`src/rtl/axi_lite_master.sv`:
```
// AXI4-Lite initiator: turns single-beat user read/write commands into AXI-Lite
// transactions, one in flight, and hands back exactly one response per command.
module axi_lite_master #(
  parameter int ADDR_WIDTH   = 32,
  parameter int DATA_WIDTH   = 32,
  parameter int STROBE_WIDTH = DATA_WIDTH / 8
) (
  input  logic                    clk,
  input  logic                    rst,
  input  logic                    i_cmd_valid,
  output logic                    o_cmd_ready,
  input  logic                    i_cmd_write,
  input  logic [ADDR_WIDTH-1:0]   i_cmd_addr,
  input  logic [DATA_WIDTH-1:0]   i_cmd_data,
  input  logic [STROBE_WIDTH-1:0] i_cmd_strb,
  output logic                    o_rsp_valid,
  input  logic                    i_rsp_ready,
  output logic                    o_rsp_write,
  output logic [1:0]              o_rsp_resp,
  output logic [DATA_WIDTH-1:0]   o_rsp_data,
  output logic                    o_awvalid,
  input  logic                    i_awready,
  output logic [ADDR_WIDTH-1:0]   o_awaddr,
  output logic                    o_wvalid,
  input  logic                    i_wready,
  output logic [DATA_WIDTH-1:0]   o_wdata,
  output logic [STROBE_WIDTH-1:0] o_wstrb,
  input  logic                    i_bvalid,
  output logic                    o_bready,
  input  logic [1:0]              i_bresp,
  output logic                    o_arvalid,
  input  logic                    i_arready,
  output logic [ADDR_WIDTH-1:0]   o_araddr,
  input  logic                    i_rvalid,
  output logic                    o_rready,
  input  logic [DATA_WIDTH-1:0]   i_rdata,
  input  logic [1:0]              i_rresp,
  output logic [2:0]              o_dbg_state
);

  // Handshakes: a transfer happens on a rising edge where valid && ready are both
  // high. Valids never look at ready, and once raised stay up with a stable payload
  // until that transfer; readies are raised only in the state that consumes them.

  typedef enum logic [2:0] {
    IDLE         = 3'd0,
    WR_ADDR_DATA = 3'd1,
    WR_RESP      = 3'd2,
    RD_ADDR      = 3'd3,
    RD_DATA      = 3'd4,
    RSP_HOLD     = 3'd5
  } state_t;

  state_t state;
  logic   aw_done;
  logic   w_done;
  logic   aw_hs;
  logic   w_hs;
  logic   aw_fin;
  logic   w_fin;
  logic   state_legal;

  assign o_dbg_state = state;

  always_comb begin
    aw_hs  = o_awvalid && i_awready;
    w_hs   = o_wvalid && i_wready;
    aw_fin = aw_done || aw_hs;
    w_fin  = w_done || w_hs;
    case (state)
      IDLE, WR_ADDR_DATA, WR_RESP, RD_ADDR, RD_DATA, RSP_HOLD: state_legal = 1'b1;
      default:                                                 state_legal = 1'b0;
    endcase
  end

  always_ff @(posedge clk) begin
    if (rst || !state_legal) begin
      state       <= IDLE;
      aw_done     <= 1'b0;
      w_done      <= 1'b0;
      o_cmd_ready <= 1'b1;
      o_rsp_valid <= 1'b0;
      o_rsp_write <= 1'b0;
      o_rsp_resp  <= 2'b00;
      o_rsp_data  <= '0;
      o_awvalid   <= 1'b0;
      o_awaddr    <= '0;
      o_wvalid    <= 1'b0;
      o_wdata     <= '0;
      o_wstrb     <= '0;
      o_bready    <= 1'b0;
      o_arvalid   <= 1'b0;
      o_araddr    <= '0;
      o_rready    <= 1'b0;
    end else begin
      case (state)
        IDLE: begin
          if (i_cmd_valid && o_cmd_ready) begin
            o_cmd_ready <= 1'b0;
            if (i_cmd_write) begin
              o_awaddr  <= i_cmd_addr;
              o_wdata   <= i_cmd_data;
              o_wstrb   <= i_cmd_strb;
              o_awvalid <= 1'b1;
              o_wvalid  <= 1'b1;
              aw_done   <= 1'b0;
              w_done    <= 1'b0;
              state     <= WR_ADDR_DATA;
            end else begin
              o_araddr  <= i_cmd_addr;
              o_arvalid <= 1'b1;
              state     <= RD_ADDR;
            end
          end
        end
        WR_ADDR_DATA: begin
          // AW and W complete independently, in either order or together.
          if (aw_hs) o_awvalid <= 1'b0;
          if (w_hs)  o_wvalid  <= 1'b0;
          if (aw_fin && w_fin) begin
            o_bready <= 1'b1;
            aw_done  <= 1'b0;
            w_done   <= 1'b0;
            state    <= WR_RESP;
          end else begin
            aw_done <= aw_fin;
            w_done  <= w_fin;
          end
        end
        WR_RESP: begin
          if (i_bvalid && o_bready) begin
            o_bready    <= 1'b0;
            o_rsp_valid <= 1'b1;
            o_rsp_write <= 1'b1;
            o_rsp_resp  <= i_bresp;
            o_rsp_data  <= '0;
            state       <= RSP_HOLD;
          end
        end
        RD_ADDR: begin
          if (o_arvalid && i_arready) begin
            o_arvalid <= 1'b0;
            o_rready  <= 1'b1;
            state     <= RD_DATA;
          end
        end
        RD_DATA: begin
          if (i_rvalid && o_rready) begin
            o_rready    <= 1'b0;
            o_rsp_valid <= 1'b1;
            o_rsp_write <= 1'b0;
            o_rsp_data  <= i_rdata;
            o_rsp_resp  <= i_rresp;
            state       <= RSP_HOLD;
          end
        end
        RSP_HOLD: begin
          if (i_rsp_ready) begin
            o_rsp_valid <= 1'b0;
            o_cmd_ready <= 1'b1;
            state       <= IDLE;
          end
        end
        default: state <= IDLE;
      endcase
    end
  end

endmodule

```
`config.mk`:
```
export PLATFORM = sky130hd
export DESIGN_NAME = axi_lite_master
export DESIGN_NICKNAME = d
export VERILOG_FILES = /design/src/rtl/axi_lite_master.sv
export SDC_FILE = /design/constraint.sdc
export NUM_CORES = 1
export LEC_CHECK = 0
export BUFFER_PORTS_ARGS = -buffer_cell sky130_fd_sc_hd__buf_4
export CORE_UTILIZATION = 25
export CTS_CLUSTER_DIAMETER = 80
export DETAILED_ROUTE_END_ITERATION = 7
export PLACE_DENSITY_LB_ADDON = 0.05
export SLEW_MARGIN = 20
export SYNTH_ARGS = -nofsm -noshare
export SYNTH_HDL_FRONTEND = slang
export SYNTH_SLANG_ARGS = --single-unit
```
`constraint.sdc`:
```
create_clock -name clk -period 4.2 [get_ports clk]
set_clock_uncertainty 0.05 [all_clocks]
set_input_delay 0.21 -clock clk [delete_from_list [all_inputs] [get_ports clk]]
set_output_delay 0.21 -clock clk [all_outputs]
set_load 0.01 [all_outputs]
```
# Yosys cells after proc, flatten, opt, wreduce, memory -nomap -nowiden
# Cells that the tools add are included.
# totals
inputBits	114
ff_bits	147
# classes
n_reduce_logical	32
n_eq_ne	15
mux	45
n_bitwise	1
# op_table
op	count
$mux W32	2
$pmux W32 S2	1
$mux W1	21
$reduce_and A3 Y1	7
$ne A2 B2 Y1 const B	10
$mux W3	6
$pmux W1 S2	9
$pmux W3 S6	1
$reduce_and A4 Y1	4
$reduce_bool A2 Y1	6
$logic_and A1 B1 Y1	7
$eq A3 B2 Y1 const B	2
$eq A3 B3 Y1 const B	2
$mux W2	3
$reduce_and A6 Y1	1
$reduce_or A6 Y1	1
$pmux W2 S2	1
$eq A3 B1 Y1 const B	1
$logic_not A3 Y1	1
$logic_or A1 B1 Y1	3
$pmux W1 S3	1
$reduce_bool A3 Y1	1
$logic_not A1 Y1	1
$not A1 Y1	1

# Logic depth before layout (Yosys ltp)
# depth
word_depth	5
mapped_depth	7
ltp_nobuf	4

# Worst setup path after synthesis
# OpenSTA, ideal clock, no wires.
# synth_timing
kind	reg-to-reg
from	register state[1] (netlist: o_dbg_state[1])
to	register o_araddr[1]
arrival_ns	1.481
t_required_ns	4.018
stages_incl_launch_ff	8
synth_period_minus_slack_ns	1.663
setup_time_ns	0.132
path_slack_ns	2.537
path_buffers	3
cell_sequence	dfxtp_1 buf_2 nor3_2 or3b_1 clkbuf_1 buf_2 nand2_1 a21oi_1
# synth_via
elab_chain_cells	5
# synth_lines
item	line	text
start, declared	54	state_t state;
start signal, assigned	78	state <= IDLE;
start signal, assigned	108	state <= WR_ADDR_DATA;
start signal, assigned	112	state <= RD_ADDR;
$eq A3 B3 Y1, or another cell as far along	70	case (state)
$reduce_or A6 Y1	70	
$mux W1	70	
$logic_not A1 Y1	77	if (rst || !state_legal) begin
$logic_or A1 B1 Y1	77	
end signal, assigned	110	o_araddr <= i_cmd_addr;
end, declared	33	output logic [ADDR_WIDTH-1:0] o_araddr,
# Several ways; a longest one is shown, not always the timed one.
# A chain may end at the register's enable or synchronous reset.

# Final worst setup path
# layout_timing
from	register state[2] (netlist: o_dbg_state[2])
to	register o_rsp_data[21]
# layout_via
elab_chain_cells	5
# layout_lines
item	line	text
$eq A3 B3 Y1, or another cell as far along	70	
$reduce_or A6 Y1	70	
$mux W1	70	
$logic_not A1 Y1	77	
$logic_or A1 B1 Y1	77	
end signal, assigned	152	o_rsp_data <= i_rdata;
end, declared	20	output logic [DATA_WIDTH-1:0] o_rsp_data,
# Several ways; a longest one is shown, not always the timed one.

==> flow_summary_export.csv <==
group,metric,value,unit
clocking,insertion_delay,0.41,ns
grt,grt_pass1_wl,28660,µm
power,p_leak,3.748,nW
clocking,cts.root.buffer_cell,"clkbuf_16",
clocking,numCtsBuffers,17,
critical_path,cp_max_fo,22,
logic_synthesis,synthArstFlopShare,0,%
final_layout,finalInstanceArea,9131,µm²
critical_path,endpoint_kind,"flop",
power,vdd_drop_max,0.3255,mV
timing,setup_violations,0,
detailed_routing,drt_iter0_markers,192,
placement,dp.cells,1166,
timing,holdWs,0.02641,ns
timing,tightest_slew,1.048,ns
grt,grt_pass1_vias,5651,
clocking,cts_tree,"yes",
run_status,status,"complete, no violations",
timing,rsz0062_at_grt,"false",
critical_path,r2r_slack,1.57,ns
floorplanning,fp.coreArea,21090,µm²
logic_synthesis,synth_edf_count,0,
floorplanning,dieArea,22220,µm²
critical_path,start_kind,"flop",
logic_synthesis,synth_seq_cells,147,
logic_synthesis,synthFlopType,"dfxtp_1",
timing,max_freq,380.7,MHz
clocking,postCtsResizedCells,0,
clocking,ctsLongestPathBuffers,2,
detailed_routing,drc_errors,0,
critical_path,r2r_cells,5,
timing,finalCritPeriodShare,62.55,%
grt,grt_max_degree,91,
critical_path,rr_startpoint,"o_dbg_state[2]",
logic_synthesis,synth-seq-area-share,54.42,%
grt,grt_util_all_layers,16.49,%
final_layout,final_nets,1123,
clocking,clock-sinks,147,
grt,grt_overflow_total,0,
logic_synthesis,yosysTopAreaCell,"dfxtp_1",
logic_synthesis,synthDistinctLibCells,36,
clocking,ctsHtreeMaxLevel,4,
detailed_routing,wl_per_cell,14.13,µm
logic_synthesis,synth_top_area_share,54.42,%
critical_path,critical_path_class,"flop to flop",
critical_path,worstPathRequired,4.50,ns
critical_path,arrival,2.93,ns
placement,place_congestion,0.7538,
clocking,post_cts_buffers,0,
detailed_routing,antenna_left,0,
detailed_routing,finalWirelength,18330,µm
logic_synthesis,syn_avg_cell_area,7.988,µm²
timing,finalSetupTns,0,ns
logic_synthesis,synthTopCellsByArea,"dfxtp_1 54%, nand2_1 17%, a21oi_1 14%",
grt,grt_antenna_before_repair,0,
floorplanning,start_util,25.64,%
detailed_routing,vias,5761,
placement,port_buffers,258,
floorplanning,ios,259,
timing,drv_slew,0,
job,maxCapViolations,0,
timing,fin_crit,2.627,ns
floorplanning,die_h,149.1,µm
timing,relSlewSlack,30.12,%
critical_path,r2r_end,"o_rsp_data[21]",
detailed_routing,dr.pass1.iters,4,
worst_hold_path,hold_path.class,"primary input to flop",
power,powerDensity,480.2,nW/µm²
final_layout,stdcell_count,1297,
clocking,clkTransAtPathRegs,0.07,ns
final_layout,antennaDiodeCount,0,
logic_synthesis,synth.cell_area,5408,µm²
logic_synthesis,ys_warn_count,0,
floorplanning,die_x,149.1,µm
floorplanning,rows,53,
detailed_routing,routed_via_density,4.442,
logic_synthesis,synthesis.nets,791,
final_layout,drive_above_1_share,30.14,%
final_layout,area_growth,68.86,%
placement,hpwlAfterDp,12640,µm
timing,final-hold-violation-count,0,
placement,place_area,7528,µm²
critical_path,cp-endpoint,"o_rsp_data[21]",
critical_path,setup.worst_path.start,"o_dbg_state[2]",
logic_synthesis,syn_inst,677,
[placed cells by master, fill, tap and decap left out, drive strengths merged, types with 3 or more instances in the layout]
cell / netlist / final
a21oi: 149 / 149
a31oi: 3 / 3
buf: 31 / 266
bufinv: 0 / 3
clkbuf: 21 / 21
clkinv: 0 / 5
dfxtp: 147 / 147
dlygate4sd3: 0 / 99
inv: 2 / 4
nand2: 242 / 242
nand3: 3 / 3
nand4: 5 / 5
nor2: 5 / 5
nor3: 3 / 3
nor3b: 4 / 4
o21ai: 37 / 37
[through the flow]
stage	setup slack, ns	total power [W]	util, %
4_1_cts	1.541	0.004456	43.30
2_1_floorplan	2.537	0.002299	-
3_3_place_gp	1.610	0.002759	35.70
5_1_grt	1.350	0.004641	43.30
3_5_place_dp	1.547	0.002779	35.70
6_report	1.573	0.004385	43.30
[layout make-up]
| cell class | count | area, µm² |
|---|---|---|
| fillers | 2121 | 11960 |
| repair buffers | 365 | 2988 |
| well taps | 275 | 344.1 |
| clock inverters | 11 | 151.4 |
| inverters | 2 | 7.507 |
| clock buffers | 21 | 460.4 |
| multi-input cells | 476 | 2237 |
| flip-flops and latches | 147 | 2943 |
[what timing repair did]
action | 4_1_cts | 5_1_grt
hold endpoints to repair | 128 | 0
endpoints found under the setup margin | 0 | 0
hold buffers | 99 | 0
[critical path: stages, from the launching register on]
cell and delay, ns:
dfxtp_1 0.67, nor3b_4 0.47, nor2b_2 0.84, buf_4 0.31, nand2_1 0.08, a21oi_1 0.13
[cells in the mapped netlist, types with 3 or more instances]
| master | number |
|---|---|
| a21oi_1 | 149 |
| buf_1 | 5 |
| buf_2 | 22 |
| buf_4 | 4 |
| clkbuf_1 | 21 |
| dfxtp_1 | 147 |
| nand2_1 | 242 |
| nand3_1 | 3 |
| nand4_1 | 5 |
| nor2_1 | 5 |
| o21ai_0 | 6 |
| o21ai_1 | 31 |
[registers in the layout, indices dropped and copies added (netlist names), 2 cells and up]
name	cells
o_wstrb	4
o_awaddr	32
o_dbg_state	3
o_rsp_resp	2
o_rsp_data	32
o_wdata	32
o_araddr	32
[worst min path at each step]
stage                     start             end  slack (ns)  cells past startpoint
global placement            rst  o_dbg_state[2]        0.36                      2
floorplan                   rst  o_dbg_state[2]        0.23                      1
global route        i_rdata[10]  o_rsp_data[10]        0.02                      3
finish              i_rdata[25]  o_rsp_data[25]        0.03                      3
CTS                 i_rdata[25]  o_rsp_data[25]       0.006                      3
detailed placement          rst  o_dbg_state[2]        0.36                      2
[per-layer routing]
| layer | track usage [%] | share of wire, % |
|---|---|---|
| met3 | 4.954 | 6.6 |
| met2 | 28.49 | 49 |
| met5 | 0 | 0 |
| met4 | 5.051 | 1.2 |
| met1 | 19.49 | 43 |
[cell families after synthesis]
kind of cell	synth area share, %
buffers and inverters	4.535
multiplexers	0.3702
AND/OR/NAND/NOR	20.96
flip-flops	54.42
AO/OA/AOI/OAI	19.71
[where the power goes]
part	internal, W	switching (W)	total (W)
Clock	0.000972	0.000607	0.00158
Combinational	0.000500	0.000647	0.00115
Sequential	0.00154	0.000121	0.00166
Total	0.00301	0.00138	0.00438
No activity file was read; power rests on OpenSTA's default activity.
